## src/rtl/rf_debug_port_arbiter.sv

```systemverilog
// Shares register-file read port 2 between the core and the debug probe.
// The core has priority; a starved debug read forces a one-cycle core stall.
module rf_debug_port_arbiter #(
  parameter int unsigned ADDR_W     = 5,
  parameter int unsigned DATA_W     = 32,
  parameter int unsigned STARVE_MAX = 8
) (
  input  logic              SYS_clk,
  input  logic              SYS_reset,
  input  logic              core_rd_en,
  input  logic [ADDR_W-1:0] core_rd_addr,
  output logic              core_stall,
  input  logic              dbg_req,
  input  logic [ADDR_W-1:0] dbg_addr,
  output logic              dbg_ack,
  output logic [DATA_W-1:0] dbg_data,
  output logic              dbg_busy,
  output logic [ADDR_W-1:0] rf_rd_addr,
  input  logic [DATA_W-1:0] rf_rd_data
);

  localparam int unsigned CntW = $clog2(STARVE_MAX + 1);
  localparam logic [CntW-1:0] StarveMaxC = CntW'(STARVE_MAX);

  typedef enum logic [1:0] {StIdle, StPend, StDone} state_e;

  state_e            state_q, state_d;
  logic [CntW-1:0]   starve_cnt_q, starve_cnt_d;
  logic [ADDR_W-1:0] dbg_addr_q, dbg_addr_d;
  logic [DATA_W-1:0] dbg_data_q, dbg_data_d;
  logic              dbg_ack_q;
  logic              starved;
  logic              grant;

  always_ff @(posedge SYS_clk or posedge SYS_reset) begin
    if (SYS_reset) begin
      state_q      <= StIdle;
      starve_cnt_q <= '0;
      dbg_addr_q   <= '0;
      dbg_data_q   <= '0;
      dbg_ack_q    <= 1'b0;
    end else begin
      state_q      <= state_d;
      starve_cnt_q <= starve_cnt_d;
      dbg_addr_q   <= dbg_addr_d;
      dbg_data_q   <= dbg_data_d;
      dbg_ack_q    <= grant;
    end
  end

  always_comb begin
    state_d      = state_q;
    starve_cnt_d = starve_cnt_q;
    dbg_addr_d   = dbg_addr_q;
    dbg_data_d   = dbg_data_q;
    unique case (state_q)
      StIdle: begin
        if (dbg_req) begin
          dbg_addr_d   = dbg_addr;
          starve_cnt_d = '0;
          state_d      = StPend;
        end
      end
      StPend: begin
        if (grant) begin
          // x0 reads as zero regardless of what the array returns
          dbg_data_d = (dbg_addr_q == '0) ? '0 : rf_rd_data;
          state_d    = StDone;
        end else if (!starved) begin
          starve_cnt_d = starve_cnt_q + CntW'(1);
        end
      end
      StDone: begin
        starve_cnt_d = '0;
        state_d      = StIdle;
      end
      default: state_d = StIdle;
    endcase
  end

  always_comb begin
    starved    = (starve_cnt_q == StarveMaxC);
    grant      = (state_q == StPend) && (!core_rd_en || starved);
    core_stall = (state_q == StPend) && core_rd_en && starved;
    rf_rd_addr = grant ? dbg_addr_q : core_rd_addr;
    dbg_busy   = (state_q == StPend);
    dbg_ack    = dbg_ack_q;
    dbg_data   = dbg_data_q;
  end

endmodule

```

## config.mk

```make
export PLATFORM = sky130hd
export DESIGN_NAME = rf_debug_port_arbiter
export DESIGN_NICKNAME = d
export VERILOG_FILES = /design/src/rtl/rf_debug_port_arbiter.sv
export SDC_FILE = /design/constraint.sdc
export NUM_CORES = 1
export LEC_CHECK = 0
export CAP_MARGIN = 40
export CORE_ASPECT_RATIO = 1.2
export CORE_MARGIN = 3
export CORE_UTILIZATION = 46
export CTS_CLUSTER_SIZE = 14
export DETAILED_ROUTE_END_ITERATION = 6
export HOLD_SLACK_MARGIN = 0.12
export PLACE_DENSITY = 0.85
export SETUP_SLACK_MARGIN = 0.1
export SLEW_MARGIN = 20
export SYNTH_ARGS = -nofsm -noshare
export SYNTH_HDL_FRONTEND = slang
export SYNTH_SLANG_ARGS = --single-unit
```

## constraint.sdc

```tcl
create_clock -name SYS_clk -period 5.6 [get_ports SYS_clk]
set_clock_uncertainty 0.2 [all_clocks]
set_input_delay 1.68 -clock SYS_clk [delete_from_list [all_inputs] [get_ports SYS_clk]]
set_output_delay 1.68 -clock SYS_clk [all_outputs]
set_load 0.03 [all_outputs]
```

==> results by group <==
Synth
  • Top cell type's share of synthesized area: 0.5186
  • Syn Nets: 239
  • Dominant synthesized flop cell: dfrtp_1
  • Post-synth EDFFs: 0
  • Register area share after synthesis: 0.5186
  • Yosys cell types: 29
  • Cells after Synth: between 150 and 200
  • Post-Syn Area: approximately 2100 µm²
  • Async set-reset flop share out of synthesis: 1.000
  • Synthesis-stage register bit count: 44
  • Largest area contributor in the netlist: dfrtp_1
  • Synth warnings: 0
  • Top post-synthesis cells by area: dfrtp_1 52%, mux2i_1 16%, inv_1 6.5%
  • Syn Area/Cell: around 11 µm²

Global routing
  • Largest net degree at the start of global routing: 35
  • Initial antenna violation count: 0
  • Total GRT Usage: 0.1900
  • First-pass GRT wire length: 7810 µm
  • Vias in the first global route: approximately 1700
  • Total gr overflow: 0

Finish
  • N_diodes: 0
  • Post-Layout Cell Count: ~330
  • Layout cells sized above 1: 0.07554
  • Fill cells: around 360
  • Layout Nets: 325
  • Final Util: 0.7107
  • Area growth syn-to-layout: 45.90%
  • Commonest non-fill, non-tap cell in the layout: clkdlybuf4s50_1
  • Sequential cell area: 1101 µm²
  • Area of the multi-input gates: 800.8 µm²
  • Most frequent cells in the layout: 85 x clkdlybuf4s50_1, 44 x dfrtp_1, 36 x inv_1, 34 x mux2i_1, 23 x o21ai_0

STA
  • Slew headroom: 0.6886
  • Min cycle time layout: approximately 5400 ps
  • Final WS setup: around 240 ps
  • Setup violations, final: 0
  • Final Hold Vio Count: 0
  • Max frequency: between 150 and 200 MHz
  • Fin crit share: 0.9566
  • Worst Tran Pin Value: roughly 470 ps
  • Setup TNS: 0 ps
  • Fin. max-slew vios: 0
  • RSZ-0062 raised after global routing: no

Setup path
  • Worst Path Max Fanout: 7
  • CP endpoint kind: primary output
  • CP startpoint kind: primary input
  • Reg-to-Reg Start: starve_cnt_q[0]$_DFFE_PP0P_
  • Worst EP arrival: 3480 ps
  • R2R Setup Slk: 3440 ps
  • Reg-to-Reg End: dbg_data[16]$_DFFE_PP0P_
  • Worst setup path end: rf_rd_addr[2]
  • Setup CP Type: in -> out
  • Critical Path Start: core_rd_en
  • Worst-case reg-to-reg path depth: 6
  • CP required: 3720 ps

Floorplan
  • Die width: 68.02 µm
  • Core Area: 4359 µm²
  • # IOs: 86
  • Initial Utilization: 0.4871
  • Die area: roughly 5500 µm²
  • Num rows: 26
  • Die span in y: 80.43 µm

Worst hold path
  • Hold Crit Class: reg -> reg

Clocking
  • Total CTS buffers: 5
  • Skew-Pair Late Insertion Delay: a little under 300 ps
  • CTS HTree Levels: 2
  • CTS max path bufs: 2
  • Hold_buf cts: 0
  • Post-CTS setup buffer count: 0
  • CTS clk-pin slew, worst paths: 80 ps
  • Root buf cell: clkbuf_8
  • Clk sink count: 44
  • Post-cts gate resize count: 0
  • CTS tree: built

Placed design
  • Pre-CTS WS: 226.2 ps
  • IO Port Bufs: 85
  • RePlAce Congestion: about 0.74
  • Final HPWL DP: around 3400 µm
  • Cells after DPL: roughly 330

Detailed routing
  • Vias per cell: roughly 5
  • Via count: around 1700
  • Pre-antenna DRT Iters: 4
  • DRC Markers: 0
  • Final wirelength: roughly 4700 µm
  • Routed wire per std cell: between 10 and 15 µm
  • Initial DRC count: slightly above 70
  • DRT antenna net count: 0

Power and ir drop
  • Peak supply drop: between 200 and 300 µV
  • Leakage power: 1.367 nW
  • PD cells: about 520 nW/µm²

Status
  • Outcome: complete, no violations

Run
  • Max-capacitance violation count: 0
[flip-flops by register name, summed over array words and instances (netlist names)]
register	count
dbg_ack	1
starve_cnt_q	4
dbg_data	32
dbg_addr_q	5
state_q	2
[kinds of logic (layout without fill, tap and decap cells)]
| group | count (synthesis) | in the layout | synth area share |
|---|---|---|---|
| buffers and inverters | 47 | 134 | 0.1043 |
| adders and majority gates | 2 | 2 | 0.01178 |
| AOI/OAI and AO/OA | 40 | 40 | 0.1090 |
| and+or+nand+nor | 14 | 14 | 0.04301 |
| DFF | 44 | 44 | 0.5186 |
| muxes | 44 | 44 | 0.2133 |
[synthesized netlist by cell type (2+ instances only)]
master    instances
buf_12            2
clkbuf_1          5
dfrtp_1          44
ha_1              2
inv_1            37
mux2_1            5
mux2_2            5
mux2i_1          34
nand2_1           4
nand2b_1          2
nor2_1            2
o21ai_0          23
o21ai_1          10
[metrics by stage]
step,hold slack [ps],power (W),instance area [µm²]
6_report,307.5,0.001611,3098
5_1_grt,346.3,0.001718,3098
4_1_cts,305.2,0.001634,3098
3_5_place_dp,287.5,0.001422,3004
3_3_place_gp,288.1,0.001399,2984
2_1_floorplan,258.9,0.001067,2123
[report_power, final]
part | switching, W | internal, W | leakage (nW)
clock network | 0.000103 | 0.000100 | 0.0445
registers | 0.0000915 | 0.000464 | 0.524
logic | 0.000486 | 0.000367 | 0.799
[metal layers]
layer / up-vias / track usage / share of wire
met5: - / 0 / 0
met4: 0 / 0.05567 / 0.0097
met3: 4 / 0.05594 / 0.075
met2: 55 / 0.3211 / 0.50
met1: 790 / 0.2300 / 0.41
li1: 803 / - / -
[area by class of cell]
cell class | count | area share
Clock buffer | 7 | 0.02787
Clock inverter | 1 | 0.002423
Tap cell | 56 | 0.02262
Inverter | 37 | 0.04483
Multi-Input combinational cell | 100 | 0.2585
Sequential cell | 44 | 0.3554
Timing Repair Buffer | 89 | 0.2884
[worst min path at each step]
stage | start | to | slack (ps) | depth (start not counted)
floorplan | starve_cnt_q[2]$_DFFE_PP0P_ | starve_cnt_q[2]$_DFFE_PP0P_ | 260 | 1
global placement | starve_cnt_q[2]$_DFFE_PP0P_ | starve_cnt_q[2]$_DFFE_PP0P_ | 290 | 1
detailed placement | starve_cnt_q[2]$_DFFE_PP0P_ | starve_cnt_q[2]$_DFFE_PP0P_ | 290 | 1
CTS | starve_cnt_q[2]$_DFFE_PP0P_ | starve_cnt_q[2]$_DFFE_PP0P_ | 310 | 1
global route | dbg_data[22]$_DFFE_PP0P_ | dbg_data[22]$_DFFE_PP0P_ | 350 | 2
finish | starve_cnt_q[2]$_DFFE_PP0P_ | starve_cnt_q[2]$_DFFE_PP0P_ | 310 | 1
[worst max-delay path, stage by stage]
cell and delay (ps):
clkdlybuf4s50_1 520, a21boi_4 320, mux2_1 360, clkdlybuf4s50_1 590
(Power assumes the default switching activity.)
==> variant (same flow settings) <==
Register the output `dbg_data`, with the module's reset; this adds one clock of latency there. The other outputs are not delayed to match.
--- a/src/rtl/rf_debug_port_arbiter.sv
+++ b/src/rtl/rf_debug_port_arbiter.sv
@@ -24,4 +24,6 @@
 
   typedef enum logic [1:0] {StIdle, StPend, StDone} state_e;
+
+  logic [DATA_W-1:0] dbg_data_c;
 
   state_e            state_q, state_d;
@@ -86,5 +88,13 @@
     dbg_busy   = (state_q == StPend);
     dbg_ack    = dbg_ack_q;
-    dbg_data   = dbg_data_q;
+    dbg_data_c = dbg_data_q;
+  end
+
+  always_ff @(posedge SYS_clk or posedge SYS_reset) begin
+    if (SYS_reset) begin
+      dbg_data <= '0;
+    end else begin
+      dbg_data <= dbg_data_c;
+    end
   end
 
Behaviour: not the same (a bounded check fails within 4 cycles, from zero or initial values and one cycle with SYS_reset high).
==> variant against the original RTL <==
Clock power rose by 110%. Design area up 32%. Synthesized cell count rose by 16%. Setup slack improved by 0.025 ns. Synthesized area rose by 39%. Largest cell class unchanged. Count of clock-buffer cells in the layout increased by 6. Sequential cell count up 32. Maximum frequency up 0.47%. Wire length up 21%. Power increased by 40%. Via count grew 15%. Combinational power rose by 2%.
==> variant: results <==
metrics = {
    "min_path": {
        "min_path_cells": 0,
        "worstHoldStart": "dbg_data_c[23]$_DFFE_PP0P_",
        "hold-path-endpoint": "dbg_data[23]$_DFF_PP0_",
    },
    "pwr": {
        "p_leak_nw": 1.80,
        "ir_drop_v": 0.000241,
    },
    "placed_design": {
        "gp_congestion": 0.697,
        "dp.cells": 384,
        "dp_hpwl_mm": 4.10,
        "placed_cell_area_sq_mm": 0.00387,
    },
    "setup_path": {
        "worst_ep_arrival_time_ns": 3.45,
        "r2r_end": "dbg_data_c[27]$_DFFE_PP0P_",
    },
    "synth": {
        "synth.distinct_cells": 27,
        "synth_fa_ha_area_share_pct": 0.850,
        "ys_seq_area_share_pct": 64.6,
        "synth_common_cells": "dfrtp_1, inv_1, mux2i_1",
        "syn_nets": 270,
        "synth_xor_area_share_pct": 0.297,
        "syn_inst": 222,
        "synth_compound_area_share_pct": 7.73,
    },
    "global_routing": {
        "grt_pass1_wl_mm": 9.78,
        "grt_pass1_vias": 2022,
        "grt_usage_pct": 17.2,
    },
    "drt": {
        "drt_iter0_drc": 84,
        "dr.pass1.iters": 3,
        "vias_per_cell": 4.75,
    },
    "outcome": {
        "status": "complete, no violations",
    },
    "clock_network": {
        "h-tree-depth": 3,
        "insertion_delay_ns": 0.33,
    },
    "cells_and_area": {
        "drive_gt1_share_pct": 9.75,
    },
    "timing": {
        "worstMarginPinSlew_ns": 0.688,
    },
}
variant: changes by cell type in the layout (fill, tap and decap cells not counted), moves of 2 or more:
cell / unedited run / this run
dfrtp_1: 44 / 76
mux2i_1: 34 / 32
o211ai_1: 1 / 3
nand3_1: 1 / 4
nand2_1: 4 / 0
clkbuf_8: 6 / 12
clkinv_2: 0 / 2
nand3b_1: 1 / 3
o21ai_0: 23 / 5
o21ai_1: 10 / 29
variant: cell families (layout without fill, tap and decap cells):
| group | after synthesis | count (layout) |
|---|---|---|
| mux | 42 | 42 |
| fa+ha+maj | 2 | 2 |
| compound gates | 41 | 41 |
| xor+xnor | 1 | 1 |
| flops | 76 | 76 |
| simple gates | 14 | 14 |
| buf+inv | 46 | 142 |
variant: worst max-delay path by stage:
stage,from,to,slack [ns],cells past startpoint
finish,core_rd_en,rf_rd_addr[1],0.27,4
CTS,core_rd_en,rf_rd_addr[1],0.24,4
global route,core_rd_en,rf_rd_addr[1],0.19,4
global placement,core_rd_en,rf_rd_addr[0],0.30,4
detailed placement,core_rd_en,rf_rd_addr[1],0.25,4
floorplan,core_rd_en,rf_rd_addr[0],1.27,3
variant: through the flow:
stage / hold slack, ns / total power [mW]
after CTS: 0.176 / 2.29
after global placement: 0.156 / 1.80
after floorplan: 0.154 / 1.47
after detailed placement: 0.159 / 1.85
final: 0.173 / 2.25
after global routing: 0.180 / 2.39
variant: per-layer routing:
metal	share of wire [%]	GRT usage [%]
met4	0.93	6.45
met1	41	21.3
met2	52	28.3
met3	6.0	5.39
met5	0	0
variant: layout make-up:
| type | count | area [sq um] | area share [%] |
|---|---|---|---|
| clock inverter | 3 | 43.8 | 1.07 |
| timing repair buffer | 90 | 916 | 22.4 |
| sequential | 76 | 1900 | 46.6 |
| tap | 82 | 103 | 2.51 |
| multi-input combinational | 100 | 811 | 19.9 |
| inverter | 36 | 136 | 3.34 |
| clock buffer | 13 | 169 | 4.14 |
variant: critical path, cell delays in order:
cell and delay (ns):
clkdlybuf4s50_1 0.49, a21boi_4 0.31, mux2_1 0.36, clkdlybuf4s50_1 0.61
variant: report_power, final:
part           internal (mW)  switching (mW)  total (mW)
registers              0.813           0.137       0.950
logic                  0.381           0.490       0.872
clock network          0.243           0.186       0.429
total                   1.44           0.814        2.25
